[src/rtl/gt_link_ctrl_pkg.sv]
// Shared types and width helpers for the GT channel link controller.
package gt_link_ctrl_pkg;

   typedef enum logic [2:0] {
      ST_IDLE       = 3'd0,
      ST_WAIT_PLL   = 3'd1,
      ST_RESET      = 3'd2,
      ST_WAIT_DONE  = 3'd3,
      ST_WAIT_ALIGN = 3'd4,
      ST_LINK_UP    = 3'd5,
      ST_FAIL       = 3'd6
   } state_t;

   function automatic int cnt_width(input int max_val);
      return (max_val < 1) ? 1 : $clog2(max_val + 1);
   endfunction

   function automatic int timer_width(input int rst_cycles, input int done_timeout);
      return cnt_width((rst_cycles > done_timeout) ? rst_cycles : done_timeout);
   endfunction

endpackage

[src/rtl/gt_sync_bit.sv]
// Two-flop synchronizer for a single asynchronous level into the system clock domain.
module gt_sync_bit (
   input  logic clk_sys,
   input  logic rst_b,
   input  logic d,
   output logic q
);

   logic meta;

   always_ff @(posedge clk_sys or negedge rst_b) begin
      if (!rst_b) begin
         meta <= 1'b0;
         q    <= 1'b0;
      end else begin
         meta <= d;
         q    <= meta;
      end
   end

endmodule

[src/rtl/gt_link_ctrl.sv]
// Bring-up / recovery sequencer for one 8B/10B GT channel.
// state      | meaning
// IDLE       | link not requested, GT held in reset
// WAIT_PLL   | waiting for QPLL lock, GT held in reset
// RESET      | GT resets pulsed for RST_CYCLES
// WAIT_DONE  | waiting for TX and RX reset-done
// WAIT_ALIGN | waiting for ALIGN_STABLE consecutive aligned cycles
// LINK_UP    | link usable
// FAIL       | retries exhausted, left only by dropping enable
module gt_link_ctrl
   import gt_link_ctrl_pkg::*;
#(
   parameter int RST_CYCLES   = 16,
   parameter int DONE_TIMEOUT = 65536,
   parameter int ALIGN_STABLE = 1024,
   parameter int MAX_RETRY    = 7
) (
   input  logic       i_sysclk,
   input  logic       i_rst_n,
   input  logic       i_enable,
   input  logic       i_qplllock,
   input  logic       i_tx_done,
   input  logic       i_rx_done,
   input  logic       i_rx_byte_align,
   output logic       o_tx_rst,
   output logic       o_rx_rst,
   output logic       o_link_up,
   output logic       o_link_fail,
   output logic [3:0] o_retry_cnt,
   output logic [2:0] o_state
);

   localparam int TW = timer_width(RST_CYCLES, DONE_TIMEOUT);
   localparam int SW = cnt_width(ALIGN_STABLE);
   localparam logic [TW-1:0] RST_LAST    = TW'(RST_CYCLES - 1);
   localparam logic [TW-1:0] DONE_LAST   = TW'(DONE_TIMEOUT - 1);
   localparam logic [SW-1:0] STABLE_LAST = SW'(ALIGN_STABLE - 1);
   localparam logic [3:0]    RETRY_MAX   = 4'(MAX_RETRY);

   logic qplllock_s, tx_done_s, rx_done_s, rx_byte_align_s;

   gt_sync_bit u_sync_pll   (.clk_sys(i_sysclk), .rst_b(i_rst_n), .d(i_qplllock),      .q(qplllock_s));
   gt_sync_bit u_sync_txd   (.clk_sys(i_sysclk), .rst_b(i_rst_n), .d(i_tx_done),       .q(tx_done_s));
   gt_sync_bit u_sync_rxd   (.clk_sys(i_sysclk), .rst_b(i_rst_n), .d(i_rx_done),       .q(rx_done_s));
   gt_sync_bit u_sync_align (.clk_sys(i_sysclk), .rst_b(i_rst_n), .d(i_rx_byte_align), .q(rx_byte_align_s));

   state_t          state, state_nxt;
   logic [TW-1:0]   tmr;
   logic [SW-1:0]   stable_cnt;
   logic [3:0]      retry_cnt, retry_nxt;
   logic            retry_req;
   logic            done_s;
   logic            pll_lost;
   logic            rst_on;

   assign done_s   = tx_done_s & rx_done_s;
   assign pll_lost = !qplllock_s &&
                     (state inside {ST_RESET, ST_WAIT_DONE, ST_WAIT_ALIGN, ST_LINK_UP});

   always_comb begin
      state_nxt = state;
      retry_nxt = retry_cnt;
      retry_req = 1'b0;
      case (state)
         ST_IDLE:       state_nxt = ST_WAIT_PLL;
         ST_WAIT_PLL:   if (qplllock_s) state_nxt = ST_RESET;
         ST_RESET:      if (tmr == RST_LAST) state_nxt = ST_WAIT_DONE;
         ST_WAIT_DONE: begin
            if (done_s)                 state_nxt = ST_WAIT_ALIGN;
            else if (tmr == DONE_LAST)  retry_req = 1'b1;
         end
         ST_WAIT_ALIGN: begin
            // link-up beats a timeout landing on the same cycle
            if (rx_byte_align_s && stable_cnt == STABLE_LAST) state_nxt = ST_LINK_UP;
            else if (!done_s || tmr == DONE_LAST)             retry_req = 1'b1;
         end
         ST_LINK_UP:    if (!(rx_byte_align_s && done_s)) retry_req = 1'b1;
         ST_FAIL:       state_nxt = ST_FAIL;
         default:       state_nxt = ST_IDLE;
      endcase

      if (retry_req) begin
         if (retry_cnt == RETRY_MAX) begin
            state_nxt = ST_FAIL;
         end else begin
            state_nxt = ST_WAIT_PLL;
            retry_nxt = retry_cnt + 4'd1;
         end
      end
      if (state_nxt == ST_LINK_UP && state != ST_LINK_UP) retry_nxt = 4'd0;

      if (pll_lost) begin
         state_nxt = ST_WAIT_PLL;
         retry_nxt = retry_cnt;
      end
      if (!i_enable) begin
         state_nxt = ST_IDLE;
         retry_nxt = 4'd0;
      end

      rst_on = state_nxt inside {ST_IDLE, ST_WAIT_PLL, ST_RESET, ST_FAIL};
   end

   always_ff @(posedge i_sysclk or negedge i_rst_n) begin
      if (!i_rst_n) begin
         state       <= ST_IDLE;
         tmr         <= '0;
         stable_cnt  <= '0;
         retry_cnt   <= 4'd0;
         o_tx_rst    <= 1'b1;
         o_rx_rst    <= 1'b1;
         o_link_up   <= 1'b0;
         o_link_fail <= 1'b0;
      end else begin
         state     <= state_nxt;
         retry_cnt <= retry_nxt;
         if (state_nxt != state)  tmr <= '0;
         else if (tmr != '1)      tmr <= tmr + TW'(1);
         if (state == ST_WAIT_ALIGN && state_nxt == ST_WAIT_ALIGN && rx_byte_align_s)
            stable_cnt <= stable_cnt + SW'(1);
         else
            stable_cnt <= '0;
         o_tx_rst    <= rst_on;
         o_rx_rst    <= rst_on;
         o_link_up   <= (state_nxt == ST_LINK_UP);
         o_link_fail <= (state_nxt == ST_FAIL);
      end
   end

   assign o_state     = state;
   assign o_retry_cnt = retry_cnt;

endmodule

[config.mk]
export PLATFORM = sky130hd
export DESIGN_NAME = gt_link_ctrl
export DESIGN_NICKNAME = d
export VERILOG_FILES = /design/src/rtl/gt_link_ctrl_pkg.sv /design/src/rtl/gt_sync_bit.sv /design/src/rtl/gt_link_ctrl.sv
export SDC_FILE = /design/constraint.sdc
export NUM_CORES = 1
export LEC_CHECK = 0
export CELL_PAD_IN_SITES_DETAIL_PLACEMENT = 1
export CELL_PAD_IN_SITES_GLOBAL_PLACEMENT = 1
export CORE_ASPECT_RATIO = 1.5
export CORE_MARGIN = 3
export CORE_UTILIZATION = 49
export CTS_CLUSTER_SIZE = 28
export DETAILED_ROUTE_END_ITERATION = 8
export DONT_BUFFER_PORTS = 1
export GPL_ROUTABILITY_DRIVEN = 0
export GPL_TIMING_DRIVEN = 0
export PLACE_DENSITY = 0.82
export REMOVE_ABC_BUFFERS = 1
export SYNTH_ARGS = -nofsm -noshare
export SYNTH_HDL_FRONTEND = slang
export SYNTH_SLANG_ARGS = --single-unit
[constraint.sdc]
create_clock -name i_sysclk -period 3.6 [get_ports i_sysclk]
set_input_delay 0.54 -clock i_sysclk [delete_from_list [all_inputs] [get_ports i_sysclk]]
set_output_delay 0.54 -clock i_sysclk [all_outputs]
set_load 0.01 [all_outputs]
Yosys cells after proc, flatten, opt, wreduce, memory -nomap -nowiden --
Cells that the tools add are included.
Word-level totals: bits in registers 46, input port bits 7, output and inout bits 11, logic and storage cells 79
Cells by class: add/sub/neg operators 3, equal/unequal tests 22, muxes and demuxes 23, bitwise operators 1, reductions and logical operators 15
Operators with widths (count):
- $mux W17 | 2
- $mux W3 | 8
- $eq A3 B3 Y1 const B | 7
- $pmux W3 S7 | 1
- $mux W4 | 5
- $add A17 B1 Y17 const B | 1
- $eq A17 B16 Y1 const B | 1
- $eq A17 B4 Y1 const B | 1
- $ne A17 B17 Y1 const B | 1
- $add A11 B1 Y11 const B | 1
- $eq A11 B10 Y1 const B | 1
- $mux W11 | 1
- $eq A3 B2 Y1 const B | 3
- $reduce_bool A4 Y1 | 2
- $eq A3 B1 Y1 const B | 2
- $logic_and A1 B1 Y1 | 6
- $logic_not A3 Y1 | 2
- $mux W1 | 5
- $add A4 B1 Y4 const B | 1
- $eq A4 B3 Y1 const B | 1
- $ne A3 B1 Y1 const B | 1
- $ne A3 B2 Y1 const B | 1
- $ne A3 B3 Y1 | 1
- $ne A3 B3 Y1 const B | 1
- 7 further kinds | 8

Logic depth before layout (Yosys ltp) --
word-level depth 13, mapped depth 12

Cells and area by module --
Synthesis repeated with hierarchy kept, for this count alone.
Second synthesis, totals: cells, all modules 252, area total of the unflattened synthesis 2563.7 um2
By module, submodules not included:
- gt_link_ctrl | times used 1, cells each 244, area each 2363.5 um2, seq. area each 952.2 um2
- gt_sync_bit | times used 4, cells each 2, area each 50.0 um2, seq. area each 50.0 um2

Least setup slack after synthesis --
OpenSTA, ideal clock, no wires.
kind reg2reg, start register tmr[0], end register tmr[13], setup time 0.119 ns, arrival 2.467 ns, required time 3.481 ns, setup slack 1.014 ns, stages on the path, launching flop included 13, path buffers 1, cells stage by stage dfrtp_1 > ha_1 > and3_1 > nand4_1 > nor3_1 > ha_1 > o21ai_0 > o21a_1 > a211oi_1 > o21bai_1 > o2111ai_4 > buf_6 > nor2_1
Between the ends: longest elaborated chain between the ends 10
RTL lines:
- start: declaration | line gt_link_ctrl.sv:48 | logic [TW-1:0] tmr;
- start signal: assignment | line gt_link_ctrl.sv:118 | else if (tmr != '1) tmr <= tmr + TW'(1);
- $eq A17 B16 Y1 | line gt_link_ctrl.sv:70, gt_link_ctrl.sv:75
- $logic_or A1 B1 Y1 | line gt_link_ctrl.sv:75 | else if (!done_s || tmr == DONE_LAST) retry_req = 1'b1;
- $mux W1 | line gt_link_ctrl.sv:75
- $mux W1 | line gt_link_ctrl.sv:74 | if (rx_byte_align_s && stable_cnt == STABLE_LAST) state_nxt = ST_LINK_UP;
- $pmux W1 S3 | line gt_link_ctrl.sv:64 | case (state)
- $mux W3 (*) | line gt_link_ctrl.sv:82 | if (retry_req) begin
- $mux W3 (*) | line gt_link_ctrl.sv:92 | if (pll_lost) begin
- $mux W3 (*) | line gt_link_ctrl.sv:96 | if (!i_enable) begin
- via state_nxt[1] | line gt_link_ctrl.sv:47 | state_t state, state_nxt;
- $ne A3 B3 Y1 (*) | line gt_link_ctrl.sv:117 | if (state_nxt != state) tmr <= '0;
- $mux W17 / $reduce_bool A2 Y1 (equally long branches)
The timed path passes the listed nets; every way through them passes the cells marked *. The select of a mux whose other input is x is not followed. A chain may end at the register's enable or synchronous reset.

Final worst setup path --
start register tmr[0], end register tmr[11]
Same word-level chain as after synthesis.

==> out/metrics.csv <==
metric;value;unit
grt_pass1_wl;9.41;mm
drtIter0Drc;64;
status;complete, no violations;
gr-total-overflow;0;
slew_headroom;57.3;%
route.detailed.drc;0;
cts.htree.levels;2;
ioPinCount;18;
die-area;5800;um^2
finalClockSkew;11.8;ps
cts_buffers;5;
min_period_over_period;90.5;%
reg2reg_from;tmr[0];
die_h;91.8;um
viasPerCell;5.80;
post-place-cells;300;
end_kind;flop;
cts_resized;0;
syn_avg_cell_area;9.86;um^2
synthesis.area;2400;um^2
reg2reg_slack;340;ps
wl_per_cell;17.5;um
achievable-frequency;307;MHz
design_area;2580;um^2
hold_viol_final;0;
worst_pin_slew;637;ps
postCtsSetupBuffers;0;
fin_cells;309;
setup_viol;0;
rsz0062_at_grt;false;
yosysWarnings;0;
reg2reg_depth;11;
antenna_cells;0;
die_w;63.2;um
synth_flop_cell;dfrtp_1;
drv_slew;0;
crit_type;reg -> reg;
place_ws;346;ps
antenna_left;0;
drv_cap;0;
routed-wl-met2;2.95;mm
clk_pin_slew_worst_paths;90;ps
placed_cell_area;2440;um^2
wl_met3;130;um
fp.coreArea;4620;um^2
grt.total_usage;20.8;%
arrival;3420;ps
setup_ws;341;ps
hp-class;in -> async;
grt_max_degree;46;
async_flop_share;100;%
cts_sinks;46;
wl;5.41;mm
vias;1793;
setup_tns;0;ps
power_density;387;nW/um^2
final_cell_mix;dfrtp_1 (45), nor2_1 (36), nand2_1 (17), xor2_1 (13);
synthCells;244;
ys_seq_area_share;47.9;%
wl_met1;2.19;mm
clock_path_buffers;2;
initial_core_util;52.1;%
grt_pass1_vias;1936;
vdd_drop_max;0.254;mV
startpoint;tmr[0];
final_common_cell;dfrtp_1;
p_total;998;uW
worstPathMaxFanout;17;
nNetsFinal;256;
synth_seq_cells;46;
dp_hpwl;3.73;mm
area_growth;7.13;%
top_layer;met4;
period_needed;3260;ps
row_count;30;
first_pass_iters;4;
worstPathRequired;3770;ps
drive_gt1_share;6.53;%
leakage;1.06;nW
r2r-end;tmr[11];
crit_path_start_kind;flop;
portBuffers;0;
clk_latency;310;ps
synth_edf_count;0;
yosys.cell_types.count;52;
cts_tree;built;
cts_root_buf;clkbuf_8;
antenna_found_initial;0;
layout make-up:
type	instances	area [um^2]
fill	526	2040
multi-input combinational	185	1190
sequential	46	1150
tap	64	80.1
clock buffer	6	72.6
clock inverter	2	37.5
timing repair buffer	1	27.5
inverter	5	18.8
how the worst max path moves through the flow:
stage | endpoint | slack [ps] | cells after the start
after floorplan | tmr[16] | 980 | 11
after global placement | tmr[16] | 410 | 11
after detailed placement | tmr[11] | 350 | 11
after CTS | tmr[11] | 340 | 11
after global routing | tmr[16] | 20 | 11
final | tmr[11] | 340 | 11
routing by layer:
metal / up-vias / track usage (%)
li1: 855 / -
met1: 907 / 23.1
met2: 20 / 38.3
met3: 11 / 4.17
met4: 0 / 8.47
met5: - / 0
kinds of logic after synthesis:
kind of cell | share of synthesized area (%)
AOI/OAI and AO/OA | 12.3
xor gates and xnor gates | 8.38
adders and majority gates | 2.60
buffers and inverters | 2.70
DFF | 47.9
muxes | 1.04
and+or+nand+nor | 25.1
synth_stat cells, types with 2 or more instances:
master | count | area [um^2]
or2_2 | 2 | 12.5
nand3_1 | 9 | 45.0
a21boi_0 | 2 | 15.0
and3_1 | 5 | 31.3
xor2_1 | 13 | 114
a211oi_1 | 3 | 22.5
nor2_1 | 36 | 135
and3b_1 | 2 | 17.5
a21o_1 | 5 | 37.5
a21oi_1 | 10 | 50.1
nand2_1 | 17 | 63.8
clkbuf_1 | 4 | 15.0
dfrtp_1 | 45 | 1130
buf_4 | 2 | 15.0
nand2b_1 | 4 | 25.0
nor2b_1 | 8 | 50.1
or4_1 | 2 | 15.0
nor4_1 | 4 | 25.0
ha_1 | 5 | 62.6
nor3_1 | 7 | 35.0
o21ai_0 | 6 | 30.0
xnor2_1 | 10 | 87.6
nor3b_1 | 3 | 22.5
nand4b_1 | 3 | 26.3
inv_1 | 5 | 18.8
nand4_1 | 6 | 37.5
stage by stage:
| step | hold WS (ps) | util, % |
|---|---|---|
| after floorplan | 244 | - |
| after detailed placement | 245 | 52.8 |
| final | 62.5 | 55.8 |
| after CTS | 56.1 | 55.8 |
| after global placement | 245 | 52.8 |
| after global routing | 36.8 | 55.8 |
critical path, stage by stage, from the launching register on:
cell       delay, ps
dfrtp_1          400
ha_1             180
and3_1           190
nand4_1          110
nor3_1           260
ha_1             300
o21ai_0          160
o21a_1           320
a211oi_1         620
o21bai_1         200
o2111ai_4        270
nor2_1           120
state kept, by name, summed over array words and instances, names as in the netlist:
signal and cells:
o_state 3, o_rx_rst 1, u_sync_align.q 1, o_link_up 1, u_sync_rxd.q 1, stable_cnt 11
u_sync_align.meta 1, tmr 17, o_retry_cnt 4, u_sync_pll.q 1, u_sync_txd.q 1, u_sync_pll.meta 1
u_sync_rxd.meta 1, o_link_fail 1, u_sync_txd.meta 1
power breakdown:
| part | switching [mW] | internal (mW) |
|---|---|---|
| clock network | 0.175 | 0.207 |
| registers | 0.0165 | 0.529 |
| logic | 0.0435 | 0.0277 |
timing repair:
| action | CTS | global route |
|---|---|---|
| endpoints found under the hold margin | 45 | 0 |
| endpoints found under the setup margin | 0 | 0 |
| hold buffers | 1 | 0 |
Note: power is estimated with default switching activity, not from simulation.
